[src/rtl/refresh_scheduler_if.sv]
// Command-side signals between the refresh scheduler and Refresh_SM / bus arbiter.
// Refresh_Signal is a one-cycle trigger; the scheduler raises no further trigger until Refresh_Done returns.
interface refresh_scheduler_if;
  logic       Bus_Busy;
  logic       Refresh_Done;
  logic       Refresh_Signal;
  logic       Refresh_Urgent;
  logic [3:0] Pending_Count;
  logic       Overflow_Err;

  modport master (
    input  Bus_Busy,
    input  Refresh_Done,
    output Refresh_Signal,
    output Refresh_Urgent,
    output Pending_Count,
    output Overflow_Err
  );

  modport slave (
    output Bus_Busy,
    output Refresh_Done,
    input  Refresh_Signal,
    input  Refresh_Urgent,
    input  Pending_Count,
    input  Overflow_Err
  );
endinterface

[src/rtl/refresh_scheduler.sv]
// SDRAM auto-refresh scheduler: owes one refresh per TREFI cycles, issues them one at a time.
// Define REFRESH_POSTPONE_EN to defer refresh while Bus_Busy is high until pending reaches URGENT_LEVEL.
module refresh_scheduler #(
  parameter int TREFI        = 780,
  parameter int MAX_PENDING  = 8,
  parameter int URGENT_LEVEL = 6
) (
  input  logic                 clk,
  input  logic                 rst,
  refresh_scheduler_if.master  bus,
  output logic [1:0]           state_o
);

  localparam int CW = (TREFI > 1) ? $clog2(TREFI) : 1;

  typedef enum logic [1:0] {
    IDLE      = 2'd0,
    ISSUE     = 2'd1,
    WAIT_DONE = 2'd2
  } state_e;

  state_e          state_q, state_d;
  logic [CW-1:0]   cnt_q, cnt_d;
  logic [3:0]      pending_q, pending_d;
  logic            ovf_q, ovf_d;
  logic            tick;
  logic            go_issue;
  logic            refresh_signal;
  logic            done_acc;

  assign tick = (cnt_q == CW'(TREFI - 1));

`ifdef REFRESH_POSTPONE_EN
  logic urgent_q;
  assign go_issue = (pending_q != 4'd0) &&
                    (!bus.Bus_Busy || (pending_q >= 4'(URGENT_LEVEL)));
`else
  logic unused_bus_busy;
  assign unused_bus_busy = bus.Bus_Busy;
  assign go_issue        = (pending_q != 4'd0);
`endif

  // FSM state register
  always_ff @(posedge clk) begin
    if (rst) state_q <= IDLE;
    else     state_q <= state_d;
  end

  // FSM next state
  always_comb begin
    state_d = state_q;
    case (state_q)
      IDLE:      if (go_issue) state_d = ISSUE;
      ISSUE:     state_d = WAIT_DONE;
      WAIT_DONE: if (bus.Refresh_Done) state_d = IDLE;
      default:   state_d = IDLE;
    endcase
  end

  // FSM outputs; Refresh_Done only counts while a refresh is outstanding
  always_comb begin
    refresh_signal = 1'b0;
    done_acc       = 1'b0;
    case (state_q)
      ISSUE:     refresh_signal = 1'b1;
      WAIT_DONE: done_acc       = bus.Refresh_Done;
      default:   ;
    endcase
  end

  // A tick and a completion in the same cycle cancel out
  always_comb begin
    cnt_d     = tick ? '0 : cnt_q + 1'b1;
    pending_d = pending_q;
    ovf_d     = ovf_q;
    if (tick && !done_acc) begin
      if (pending_q < 4'(MAX_PENDING)) pending_d = pending_q + 4'd1;
      else                             ovf_d     = 1'b1;
    end else if (!tick && done_acc) begin
      pending_d = pending_q - 4'd1;
    end
  end

  always_ff @(posedge clk) begin
    if (rst) begin
      cnt_q     <= '0;
      pending_q <= 4'd0;
      ovf_q     <= 1'b0;
    end else begin
      cnt_q     <= cnt_d;
      pending_q <= pending_d;
      ovf_q     <= ovf_d;
    end
  end

`ifdef REFRESH_POSTPONE_EN
  // Compared on the next pending value so the flag lines up with Pending_Count
  always_ff @(posedge clk) begin
    if (rst) urgent_q <= 1'b0;
    else     urgent_q <= (pending_d >= 4'(URGENT_LEVEL));
  end
  assign bus.Refresh_Urgent = urgent_q;
`else
  assign bus.Refresh_Urgent = 1'b0;
`endif

  assign bus.Refresh_Signal = refresh_signal;
  assign bus.Pending_Count  = pending_q;
  assign bus.Overflow_Err   = ovf_q;
  assign state_o            = state_q;

endmodule
[src/flat_wrapper.sv]
// flat-port wrapper written by rule: the top's interface ports become plain ports
module refresh_scheduler_flat 
#(
  parameter int TREFI        = 780,
  parameter int MAX_PENDING  = 8,
  parameter int URGENT_LEVEL = 6
)
  (clk, rst, state_o, bus_Bus_Busy, bus_Refresh_Done, bus_Refresh_Signal, bus_Refresh_Urgent, bus_Pending_Count, bus_Overflow_Err);
  refresh_scheduler_if bus_i ();
  input  logic clk;
  input  logic rst;
  output logic [1:0] state_o;
  input wire logic [$bits(bus_i.Bus_Busy)-1:0] bus_Bus_Busy;
  input wire logic [$bits(bus_i.Refresh_Done)-1:0] bus_Refresh_Done;
  output wire logic [$bits(bus_i.Refresh_Signal)-1:0] bus_Refresh_Signal;
  output wire logic [$bits(bus_i.Refresh_Urgent)-1:0] bus_Refresh_Urgent;
  output wire logic [$bits(bus_i.Pending_Count)-1:0] bus_Pending_Count;
  output wire logic [$bits(bus_i.Overflow_Err)-1:0] bus_Overflow_Err;
  assign bus_i.Bus_Busy = bus_Bus_Busy;
  assign bus_i.Refresh_Done = bus_Refresh_Done;
  assign bus_Refresh_Signal = bus_i.Refresh_Signal;
  assign bus_Refresh_Urgent = bus_i.Refresh_Urgent;
  assign bus_Pending_Count = bus_i.Pending_Count;
  assign bus_Overflow_Err = bus_i.Overflow_Err;
  refresh_scheduler #(.TREFI(TREFI), .MAX_PENDING(MAX_PENDING), .URGENT_LEVEL(URGENT_LEVEL)) u_core (.clk(clk), .rst(rst), .bus(bus_i), .state_o(state_o));
endmodule
[config.mk]
export PLATFORM = sky130hd
export DESIGN_NAME = refresh_scheduler_flat
export DESIGN_NICKNAME = d
export VERILOG_FILES = /design/src/rtl/refresh_scheduler_if.sv /design/src/rtl/refresh_scheduler.sv /design/src/flat_wrapper.sv
export SDC_FILE = /design/constraint.sdc
export NUM_CORES = 1
export LEC_CHECK = 0
export ABC_AREA = 1
export BUFFER_PORTS_ARGS = -buffer_cell sky130_fd_sc_hd__buf_2
export CAP_MARGIN = 10
export CORE_MARGIN = 3
export CORE_UTILIZATION = 57
export CTS_BUF_LIST = sky130_fd_sc_hd__clkbuf_8
export DETAILED_ROUTE_END_ITERATION = 8
export GPL_TIMING_DRIVEN = 1
export PLACE_DENSITY = 0.85
export RECOVER_POWER = 100
export SETUP_SLACK_MARGIN = 0.5
export SLEW_MARGIN = 20
export SYNTH_ARGS = -nofsm -noshare
export SYNTH_HDL_FRONTEND = slang
export SYNTH_SLANG_ARGS = --single-unit
[constraint.sdc]
create_clock -name clk -period 2.5 [get_ports clk]
set_input_delay 0.375 -clock clk [delete_from_list [all_inputs] [get_ports clk]]
set_output_delay 0.375 -clock clk [all_outputs]
set_load 0.005 [all_outputs]
# Yosys cells after proc, flatten, opt, wreduce, memory -nomap -nowiden

Index checks and enable logic that the tools add are counted.

Register bits after elaboration: 17
Bits in latches: 0
Memory bits (writable): 0
ROM bits: 0
Input bits: 4
Output and inout port bits: 9
Word-level logic and storage cells: 34
Memories kept: 0

Add/subtract/negate cells: 3
$mul: 0
Div/mod/pow operators: 0
Magnitude comparators: 1
Equality and inequality tests: 6
Shift operators: 0
Multiplexer cells: 8
Bitwise operators: 1
Reductions and logical operators: 11

Operators with widths:

| kind                                                   | count |
|---|---|
| two-way mux 4 bit                                      | 3 |
| adder 10 x 1 -> 10 bit (second input constant)         | 1 |
| == test 10 bit (second input constant)                 | 1 |
| case mux 2 bit (3 select lines)                        | 1 |
| AND reduction 2 bit                                    | 3 |
| adder 4 x 1 -> 4 bit (second input constant)           | 1 |
| less-than comparator 4 bit (second input constant)     | 1 |
| two-way mux 2 bit                                      | 2 |
| inequality test 2 bit (second input constant)          | 2 |
| nonzero test 4 bit                                     | 1 |
| subtractor 4 x 1 -> 4 bit (second input constant)      | 1 |
| == test 2 x 1 -> 1 bit (second input constant)         | 1 |
| == test 2 bit (second input constant)                  | 1 |
| logical AND 1 bit                                      | 2 |
| logical NOT 1 bit                                      | 2 |
| logical NOT 2 bit                                      | 1 |
| two-way mux 1 bit                                      | 2 |
| inequality test 2 x 1 -> 1 bit (second input constant) | 1 |
| nonzero test 2 bit                                     | 1 |
| OR reduction 2 bit                                     | 1 |
| inverter 1 bit                                         | 1 |

# Longest topological paths before layout

Depth after elaboration: 6
Depth in mapped cells: 10
Gate-level depth less buffers: 10

# Least setup slack after synthesis

Ideal clock, no wire load.

Path type: register -> register
Start: register u_core.cnt_q[0]
End: register u_core.pending_q[3], in the netlist u_core.bus.Pending_Count[3]
Setup time: 70 ps
Data arrival time: 1,789 ps
Required time: 2,430 ps
Path slack: 641 ps
Cell stages (with the launch flop): 11
Path buffers: 0
Clock period less this slack: 1,859 ps
Cell sequence: dfxtp_1 > ha_1 > inv_1 > nor2_1 > nand4_1 > ha_1 > a21oi_1 > nand2_1 > xnor2_1 > nand2_1 > a21oi_1

Longest elaborated chain between the ends: 5
Elaborated cells between the ends (all ways): 8
Classes of those cells: eq/ne: 2; mux: 1; reduce/logical: 5

RTL lines:

| item                                 | line                    | text |
|---|---|---|
| start, declared                      | refresh_scheduler.sv:23 | `logic [CW-1:0] cnt_q, cnt_d;` |
| start signal, assigned               | refresh_scheduler.sv:90 | `cnt_q <= cnt_d;` |
| == test 10 bit (*)                   | refresh_scheduler.sv:31 | `assign tick = (cnt_q == CW'(TREFI - 1));` |
| logical NOT 1 bit                    | refresh_scheduler.sv:79 | `end else if (!tick && done_acc) begin` |
| logical AND 1 bit                    | refresh_scheduler.sv:79 |  |
| nonzero test 2 bit (no source line)  | n/a                     |  |
| AND reduction 2 bit (no source line) | n/a                     |  |
| end signal, assigned                 | refresh_scheduler.sv:91 | `pending_q <= pending_d;` |
| end, declared                        | refresh_scheduler.sv:24 | `logic [3:0] pending_q, pending_d;` |

Mark *: on every way between the ends. The rest lies on a longest branch, timed or not.
A chain may end at the register's enable or synchronous reset.

# Worst setup path after layout

Start: register u_core.cnt_q[3]
End: register u_core.pending_q[3], in the netlist u_core.bus.Pending_Count[3]

Same word-level chain as after synthesis.

==> metrics.md <==
| Metric | Value |
|---|---|
| Detailed Route WL | 1840 µm |
| Iter 0 DRT Violations | 23 |
| Max Slew Vio Count | 0 |
| Clock Tree Buf Depth | 2 |
| Fin. Hold Viols | 0 |
| H-tree levels | 1 |
| CP endpoint kind | register |
| Vias in the first global route | 727 |
| Total track usage | 20.1% |
| Hold_buf cts | 0 |
| Post-synthesis sequential area ratio | 39.4% |
| Syn_area_per_cell | 7.57 µm² |
| Yosys warns | 0 |
| Root buf cell | clkbuf_8 |
| Unique cell type count in the Yosys netlist | 23 |
| Routed len/inst | 12.7 µm |
| Die Area | 2020 µm² |
| Number of remaining DRC errors | 0 |
| Via count | 799 |
| Final Wtd Congestion | 0.824 |
| RSZ-0062 raised after global routing | false |
| Placed cell count | 138 |
| Clock-pin slew on the worst setup and hold paths | 0.06 ns |
| R2R Setup Slk | 0.52 ns |
| Mapped Cells | roughly 110 |
| IO Pins | 13 |
| PortBufs | 10 |
| Layout cell share with drive strength beyond 1 | between 10% and 20% |
| PwrDens | 496 nW/µm² |
| Final antenna-violating net count | 0 |
| TritonCTS clock tree | built |
| Critical path's most frequent cell | nand2_1 |
| Kind of critical path | reg2reg |
| Synthesized Nets | 123 |
| Global-route wire length before repair | around 3000 µm |
| Setup violators final | 0 |
| Die height | 44.9 µm |
| Peak VDD IR | roughly 0.00042 V |
| Post-route insts no fill | 145 |
| CTS Buf Count | 3 |
| Nets | 140 |
| Crit path DAT | 2.16 ns |
| Worst skew pair latency | 0.25 ns |
| Grt ovf | 0 |
| Post-synthesis cell area | 863 µm² |
| Number of antenna diodes | 0 |
| Startpoint types | register |
| Critical Path RT | 2.68 ns |
| Sum Neg Setup Slack | 0 ns |
| DIE WIDTH | around 45 µm |
| P_leak | roughly 0.44 nW |
| Pre-Repair DR Iteration Count | 4 |
| Initial antenna violation count | 0 |
| Hold WC Path Type | in2reg |
| Critical Path, Cell by Cell | nor3b_1 > nand4_1 > clkbuf_1 > ha_4 > nand3_1 > nand2_1 > xnor2_1 > nand2_1 > a21oi_1 |
| Vias per std cell | 5.51 |
| Fillers | roughly 110 |
| Slowest CP cell | dfxtp_1 |
| Dpl hpwl | 1210 µm |
| MaxCap Viol Count | 0 |
| Status | finished clean |
| Highest clock rate | 506 MHz |
| Min Tclk post-route | 1.98 ns |
| Core ar. | 1370 µm² |
| Largest net degree at the start of global routing | 11 |
| Initial Util | 63.2% |
| Max FO, Critical Path | 5 |
| Area delta synth->final | 16.8% |
| Post-synthesis register bit count | 17 |
| Row count | 13 |
| CP peak stage delay | 0.42 ns |
| Clock sink count | 17 |
| Clock Skew | 0.00232 ns |
| Final worst-path cycle share | 79.1% |
routing by layer:
metal  wire (µm)  share of wire, %  global-route usage [%]  vias up
li1            -                 -                       -      395
met1         839                46                    25.9      377
met2         893                48                    31.2       21
met3          67               3.6                    4.38        6
met4          41               2.2                    11.1        0
met5           0                 0                       0        -
cell usage in the layout, fill, tap and decap left out, types with 2 or more instances in the layout:
cell and count:
nor2_1 24, buf_2 7, inv_1 12, dfxtp_2 2, nor4_1 2, nand3_1 8, xor2_1 5, clkbuf_8 3
nand4_1 3, dfxtp_1 15, clkbuf_1 4, a21oi_1 4, ha_4 2, xnor2_1 2, nor2_2 2, nand2_1 20
ha_1 2
logic make-up after synthesis:
family / share of synthesized area (%)
compound gates: 3.77
xor+xnor: 7.10
fa+ha+maj: 8.12
buf+inv: 6.09
flops: 39.4
other cells: 0.434
simple gates: 35.1
worst paths after layout:
path,start,endpoint,depth (start not counted)
worst max-delay path,u_core.cnt_q[3],u_core.bus.Pending_Count[3],9
worst min-delay path,rst,u_core.bus.Overflow_Err,2
worst max register to register,u_core.cnt_q[3],u_core.bus.Pending_Count[3],9
worst min register to register,u_core.state_o[0],u_core.state_o[0],1
registers in the layout (all words and copies together) (netlist names):
signal                    cells
u_core.bus.Overflow_Err       1
u_core.bus.Pending_Count      4
u_core.cnt_q                 10
u_core.state_o                2
synthesized netlist by cell type:
master / number / area share (%)
a21oi_1: 5 / 2.9
buf_4: 1 / 0.87
conb_1: 1 / 0.43
dfxtp_1: 17 / 39
fa_1: 1 / 2.3
ha_1: 4 / 5.8
inv_1: 11 / 4.8
inv_2: 1 / 0.43
nand2_1: 18 / 7.8
nand2_2: 2 / 1.4
nand2_4: 1 / 1.3
nand3_1: 8 / 4.6
nand3_2: 1 / 1.2
nand3b_1: 1 / 0.87
nand4_1: 3 / 2.2
nor2_1: 26 / 11
nor2_2: 1 / 0.73
nor3b_2: 1 / 1.4
nor4_1: 2 / 1.4
o21a_1: 1 / 0.87
or2_0: 1 / 0.73
xnor2_1: 2 / 2.0
xor2_1: 5 / 5.1
worst max-delay path: cells and delay by family (launching register included):
kind | cells | cell delay [ns]
compound gates | 1 | 0.11
xor+xnor | 1 | 0.13
fa+ha+maj | 1 | 0.29
buf+inv | 1 | 0.16
flops | 1 | 0.42
simple gates | 5 | 0.79
final cells by class:
cell class	count	area [µm²]	share of cell area [%]
multi-input cells	84	494	49.0
repair buffers	13	62.6	6.20
flip-flops and latches	17	343	34.0
inverters	12	45.0	4.47
clock buffers	3	41.3	4.09
well taps	15	18.8	1.86
clock inverters	1	3.75	0.372
metrics by stage:
stage	worst slack (ns)	instance area [µm²]	power [mW]	hold slack (ns)	utilization [%]
2_1_floorplan	0.641	863	0.297	0.418	-
3_3_place_gp	0.481	925	0.301	0.431	67.7
3_5_place_dp	0.438	925	0.302	0.441	67.7
4_1_cts	0.506	985	0.499	0.337	72.1
5_1_grt	0.335	1010	0.525	0.351	73.8
6_report	0.523	1010	0.500	0.342	73.8
where the power goes:
| group | leakage (nW) | switching [mW] | internal (mW) |
|---|---|---|---|
| Clock | 0.0269 | 0.0894 | 0.109 |
| Sequential | 0.138 | 0.00521 | 0.276 |
| Combinational | 0.278 | 0.0128 | 0.00819 |
repair_timing:
| action | in CTS | in global routing |
|---|---|---|
| endpoints found under the setup margin | 1 | 3 |
| pin swaps | 1 | 3 |
| resized for setup | 0 | 10 |
| buffers inserted | 2 | 1 |
| hold endpoints to repair | 0 | 0 |
Note: power is estimated with default switching activity, not from simulation.
